===== config.mk =====
export PLATFORM = sky130hd
export DESIGN_NAME = cmd_dispatch_fsm
export DESIGN_NICKNAME = d
export VERILOG_FILES = /design/src/rtl/cmd_dispatch_fsm.sv
export SDC_FILE = /design/constraint.sdc
export NUM_CORES = 1
export LEC_CHECK = 0
export BUFFER_PORTS_ARGS = -buffer_cell sky130_fd_sc_hd__buf_2
export CAP_MARGIN = 30
export CORE_MARGIN = 4
export CORE_UTILIZATION = 30
export DETAILED_ROUTE_END_ITERATION = 10
export GPL_ROUTABILITY_DRIVEN = 0
export PLACE_DENSITY = 0.49
export SKIP_LAST_GASP = 1
export SLEW_MARGIN = 40
export SYNTH_ARGS = -nofsm -noshare
export SYNTH_HDL_FRONTEND = slang
export SYNTH_SLANG_ARGS = --single-unit

===== constraint.sdc =====
create_clock -name clk -period 2.6 [get_ports clk]
set_clock_uncertainty 0.2 [all_clocks]
set_input_delay 0.52 -clock clk [delete_from_list [all_inputs] [get_ports clk]]
set_output_delay 0.52 -clock clk [all_outputs]
set_load 0.05 [all_outputs]

===== src/rtl/cmd_dispatch_fsm.sv =====
// cmd_dispatch_fsm: decodes host commands, starts one channel engine, waits for its done and returns a status.
// Ports:
//   clk, rst_n         clock, asynchronous active-low reset
//   frame_valid        single-cycle command strobe, cmd_type valid with it
//   cmd_type           command code
//   frame_ready        high only while idle; accept = frame_valid & frame_ready
//   cmd_dropped        one-cycle pulse when frame_valid arrives while busy
//   ch_start           one-hot, one-cycle start pulse to the selected engine
//   ch_done            per-engine completion (pulse or level)
//   dut_en             sticky DUT enable, set/cleared by dedicated commands
//   resp_valid/ready   response handshake
//   resp_cmd           echo of the answered command
//   resp_status        0=OK, 1=TIMEOUT, 2=BAD_CMD
module cmd_dispatch_fsm #(
  parameter int NUM_CH = 4,
  parameter int CMD_W = 8,
  parameter int TO_W = 16,
  parameter int TIMEOUT_CYCLES = 1000,
  parameter logic [CMD_W-1:0] DUT_ON_CODE = 8'h80,
  parameter logic [CMD_W-1:0] DUT_OFF_CODE = 8'h81
) (
  input  logic              clk,
  input  logic              rst_n,
  input  logic              frame_valid,
  input  logic [CMD_W-1:0]  cmd_type,
  output logic              frame_ready,
  output logic              cmd_dropped,
  output logic [NUM_CH-1:0] ch_start,
  input  logic [NUM_CH-1:0] ch_done,
  output logic              dut_en,
  output logic              resp_valid,
  input  logic              resp_ready,
  output logic [CMD_W-1:0]  resp_cmd,
  output logic [1:0]        resp_status
);
  localparam int IDX_W = NUM_CH > 1 ? $clog2(NUM_CH) : 1;
  localparam logic [1:0] ST_OK = 2'd0;
  localparam logic [1:0] ST_TO = 2'd1;
  localparam logic [1:0] ST_BAD = 2'd2;
  typedef enum logic [1:0] {IDLE, START, WAIT, RESP} state_t;
  state_t state, state_d;
  logic [IDX_W-1:0] idx, idx_new;
  logic [TO_W-1:0] cnt, cnt_d;
  logic [CMD_W-1:0] cmd_q;
  logic [NUM_CH-1:0] ch_start_d;
  logic [1:0] status_d;
  logic accept, is_ch, is_on, is_off, done_hit, to_hit, dut_en_d;
  assign accept = frame_valid & frame_ready;
  assign is_ch = cmd_type != '0 && cmd_type <= CMD_W'(NUM_CH);
  assign is_on = cmd_type == DUT_ON_CODE;
  assign is_off = cmd_type == DUT_OFF_CODE;
  assign idx_new = IDX_W'(cmd_type - CMD_W'(1));
  assign done_hit = ch_done[idx];
  // Counter is compared before it increments, so it never needs to wrap.
  assign to_hit = cnt == TO_W'(TIMEOUT_CYCLES - 1);
  assign resp_cmd = cmd_q;
  always_ff @(posedge clk or negedge rst_n)
    if (!rst_n) state <= IDLE;
    else state <= state_d;
  always_comb begin
    state_d = state;
    case (state)
      IDLE:    state_d = accept ? (is_ch ? START : RESP) : IDLE;
      START:   state_d = WAIT;
      WAIT:    state_d = (done_hit || to_hit) ? RESP : WAIT;
      RESP:    state_d = (resp_valid && resp_ready) ? IDLE : RESP;
      default: state_d = IDLE;
    endcase
  end
  // Next values of the registered outputs; done beats a coincident timeout.
  always_comb begin
    ch_start_d = (accept && is_ch) ? NUM_CH'(1) << idx_new : '0;
    dut_en_d = (accept && is_on) ? 1'b1 : (accept && is_off) ? 1'b0 : dut_en;
    status_d = (accept && !is_ch) ? ((is_on || is_off) ? ST_OK : ST_BAD) :
               (state == WAIT && state_d == RESP) ? (done_hit ? ST_OK : ST_TO) : resp_status;
    cnt_d = state == WAIT ? cnt + TO_W'(1) : '0;
  end
  always_ff @(posedge clk or negedge rst_n)
    if (!rst_n) begin
      frame_ready <= 1'b1;
      cmd_dropped <= 1'b0;
      ch_start <= '0;
      dut_en <= 1'b0;
      resp_valid <= 1'b0;
      resp_status <= ST_OK;
      cmd_q <= '0;
      idx <= '0;
      cnt <= '0;
    end else begin
      frame_ready <= state_d == IDLE;
      cmd_dropped <= frame_valid & ~frame_ready;
      ch_start <= ch_start_d;
      dut_en <= dut_en_d;
      resp_valid <= state_d == RESP;
      resp_status <= status_d;
      cmd_q <= accept ? cmd_type : cmd_q;
      idx <= (accept && is_ch) ? idx_new : idx;
      cnt <= cnt_d;
    end
endmodule


==> metrics.yaml <==
setup_path:
  cp-end-kind: "flop"
  crit_chain: "or4_1 -> nor4_1 -> o21ai_0 -> a31o_2"
  cp_max_fo: 4
  slowest_delay_ns: 0.54
  critPathSlowestCell: "or4_1"
  cp.required_ns: 2.59
  startpoint_type: "flop"
  critPathKind: "flop to flop"
  arrival_ns: 2.04
yosys:
  yosysMostFrequentCell: "dfrtp_1"
  synth_common_cells: "37 x dfrtp_1, 16 x nand2_1, 14 x nor2_1"
  synthArstFlopShare: 1.00
  synth_edf_count: 0
  synthCells: 161
  synth_area_per_cell_um2: 11.0
  synth_cell_types: 38
  ys_ff_latch: 38
  ys_seq_area_frac: 0.539
  yosysTopAreaCellShare: 0.524
  ys_warn_count: 0
  synth.largest_area_cell: "dfrtp_1"
  synthFlopType: "dfrtp_1"
  synth_area_leaders: "dfrtp_1 52%, ha_1 3.5%, nand2_1 3.4%"
  syn_area_um2: 1770
  syn_nets: 182
routing:
  totalWireLength_mm: 3.66
  wl_per_cell_um: 13.3
  first_iter_violations: 61
  antenna_left: 0
  viasPerCell: 4.73
  drc: 0
  routed-via-count: 1301
  dr.pass1.iters: 4
power:
  combPwrFrac: 0.339
  cellLeakagePower_nw: 0.996
  cellPowerDensity_nw_per_um2: 994
  p_clk_frac: 0.288
  p_sw_frac: 0.389
  vdd_drop_max_mv: 0.645
  p_seq_frac: 0.373
  p_sw_w: 0.000843
  intPower_w: 0.00132
cells_and_area:
  nets: 223
  seq_area_um2: 952
  area_growth_pct: 23.4
  layout-drive-gt1-share: 0.300
  antenna_cells: 0
  multiInputGateArea_um2: 773
  n_fill_cell: 570
clock_tree:
  ctsHoldBuffers: 0
  cts_tree: "built"
  cts_setup_buffers: 0
  cts_root_buf: "clkbuf_8"
  clk_pin_slew_worst_paths_ns: 0.08
  h-tree-depth: 2
  cts_buffers: 5
  cts.path.max_buffers: 2
  insertion_delay_ns: 0.29
  cts_sinks: 38
  ctsResizeCount: 0
sta:
  maxSlewViolCount: 0
  setup_viol: 0
  max_slew_margin: 0.602
  period_share: 0.788
  finalSetupTns_ns: 0
  setup_slack_ns: 0.552
  max_slew.worst_pin.slew_ns: 0.597
  rsz0062_at_grt: "no"
  hold_viol_final: 0
  fin_crit_ns: 2.05
  max_freq_ghz: 0.488
grt:
  grt_max_degree: 26
  antenna_found_initial: 0
  grt_pass1_wl_mm: 6.44
  first_global_vias: 1367
  grt_use_total: 0.113
  gr-total-overflow: 0
floorplan:
  fp-row-count: 27
  core_um2: 5610
  start_util: 0.315
  die_w_um: 84.7
  dieArea_um2: 7180
  die_h_um: 84.7
  io_pins: 34
status:
  status: "finished clean"
hold_path:
  hold_class: "primary input to async pin"
placement:
  pre_cts_slack_ns: 0.345
  port_buffers: 33
  hpwl_mm: 2.68
run:
  cap_viol_max_count: 0
## final cells by class
cell class | count | share of cell area
Inverter | 9 | 0.0155
Tap cell | 72 | 0.0413
Multi-Input combinational cell | 112 | 0.355
Sequential cell | 38 | 0.437
Clock inverter | 2 | 0.0276
Timing Repair Buffer | 36 | 0.0861
Clock buffer | 6 | 0.0379
## per-stage QoR
step / power, W / hold WS (ns) / util / cell area, µm² / cells
floorplan: 0.00136 / 0.0244 / - / 1770 / 161
detailed placement: 0.00156 / 0.266 / 0.363 / 2040 / 267
global placement: 0.00156 / 0.271 / 0.363 / 2040 / 267
finish: 0.00217 / 0.0228 / 0.389 / 2180 / 275
global route: 0.00230 / 0.0649 / 0.389 / 2180 / 275
CTS: 0.00220 / 0.0476 / 0.389 / 2180 / 275
## power groups by stage
stage / Clock [W] / Combinational, W / Sequential, W
finish: 0.000624 / 0.000735 / 0.000808
global route: 0.000670 / 0.000799 / 0.000828
CTS: 0.000638 / 0.000750 / 0.000809
detailed placement: 0 / 0.000745 / 0.000818
global placement: 0 / 0.000746 / 0.000818
floorplan: 0 / 0.000226 / 0.00114
## cells by family after synthesis
kind of cell | after synthesis | share of synthesized area
compound gates | 23 | 0.0850
xor+xnor | 10 | 0.0496
fa+ha+maj | 5 | 0.0354
buf+inv | 11 | 0.0234
flops | 38 | 0.539
mux | 7 | 0.0503
simple gates | 67 | 0.217
## per-layer routing
metal / vias up / track usage / routed length [µm]
met5: - / 0 / 0
met4: 0 / 0.0288 / 36
met3: 7 / 0.0461 / 190
met2: 29 / 0.174 / 1670
met1: 617 / 0.147 / 1760
li1: 648 / - / -
## flip-flops by register name, indices dropped and copies added (netlist names)
name	flops
cnt	16
resp_cmd	8
ch_start	4
idx	2
resp_status	2
state	2
cmd_dropped	1
dut_en	1
frame_ready	1
resp_valid	1
## cell usage in the layout, fill, tap and decap left out, types with 2 or more instances in the layout
master,Yosys,layout
bufinv_16,0,2
nor4_1,6,6
or4_4,2,2
or3_1,3,3
inv_1,9,9
ha_1,5,5
nand3_1,5,5
nand2_1,16,16
dfrtp_1,37,37
buf_4,0,3
nand4_1,2,2
xor2_1,4,4
mux2_2,5,5
nor2_1,14,14
a21oi_1,6,6
xnor2_1,6,6
and2_1,6,6
nor3_1,2,2
nor2b_1,2,2
o311ai_0,2,2
buf_2,0,33
clkbuf_8,0,6
o21ai_0,9,9
## worst paths after layout
check,startpoint,end,slack [ns],cells after the start
max in group asynchronous,rst_n,dut_en,1.64,2
setup / recovery,cnt[13],resp_status[1],0.55,4
hold reg to reg,cnt[0],cnt[0],0.28,1
hold / removal,rst_n,state[0],0.02,1
min in group clk,cmd_type[0],idx[0],0.24,2
setup reg to reg,cnt[13],resp_status[1],0.55,4
## critical path: cells and delay by family, from the launching register on
| kind | cells | cell delay (ns) |
|---|---|---|
| flip-flops | 1 | 0.41 |
| AND/OR/NAND/NOR | 2 | 0.84 |
| AO/OA/AOI/OAI | 2 | 0.51 |
Power figures use the tool's default switching activity.
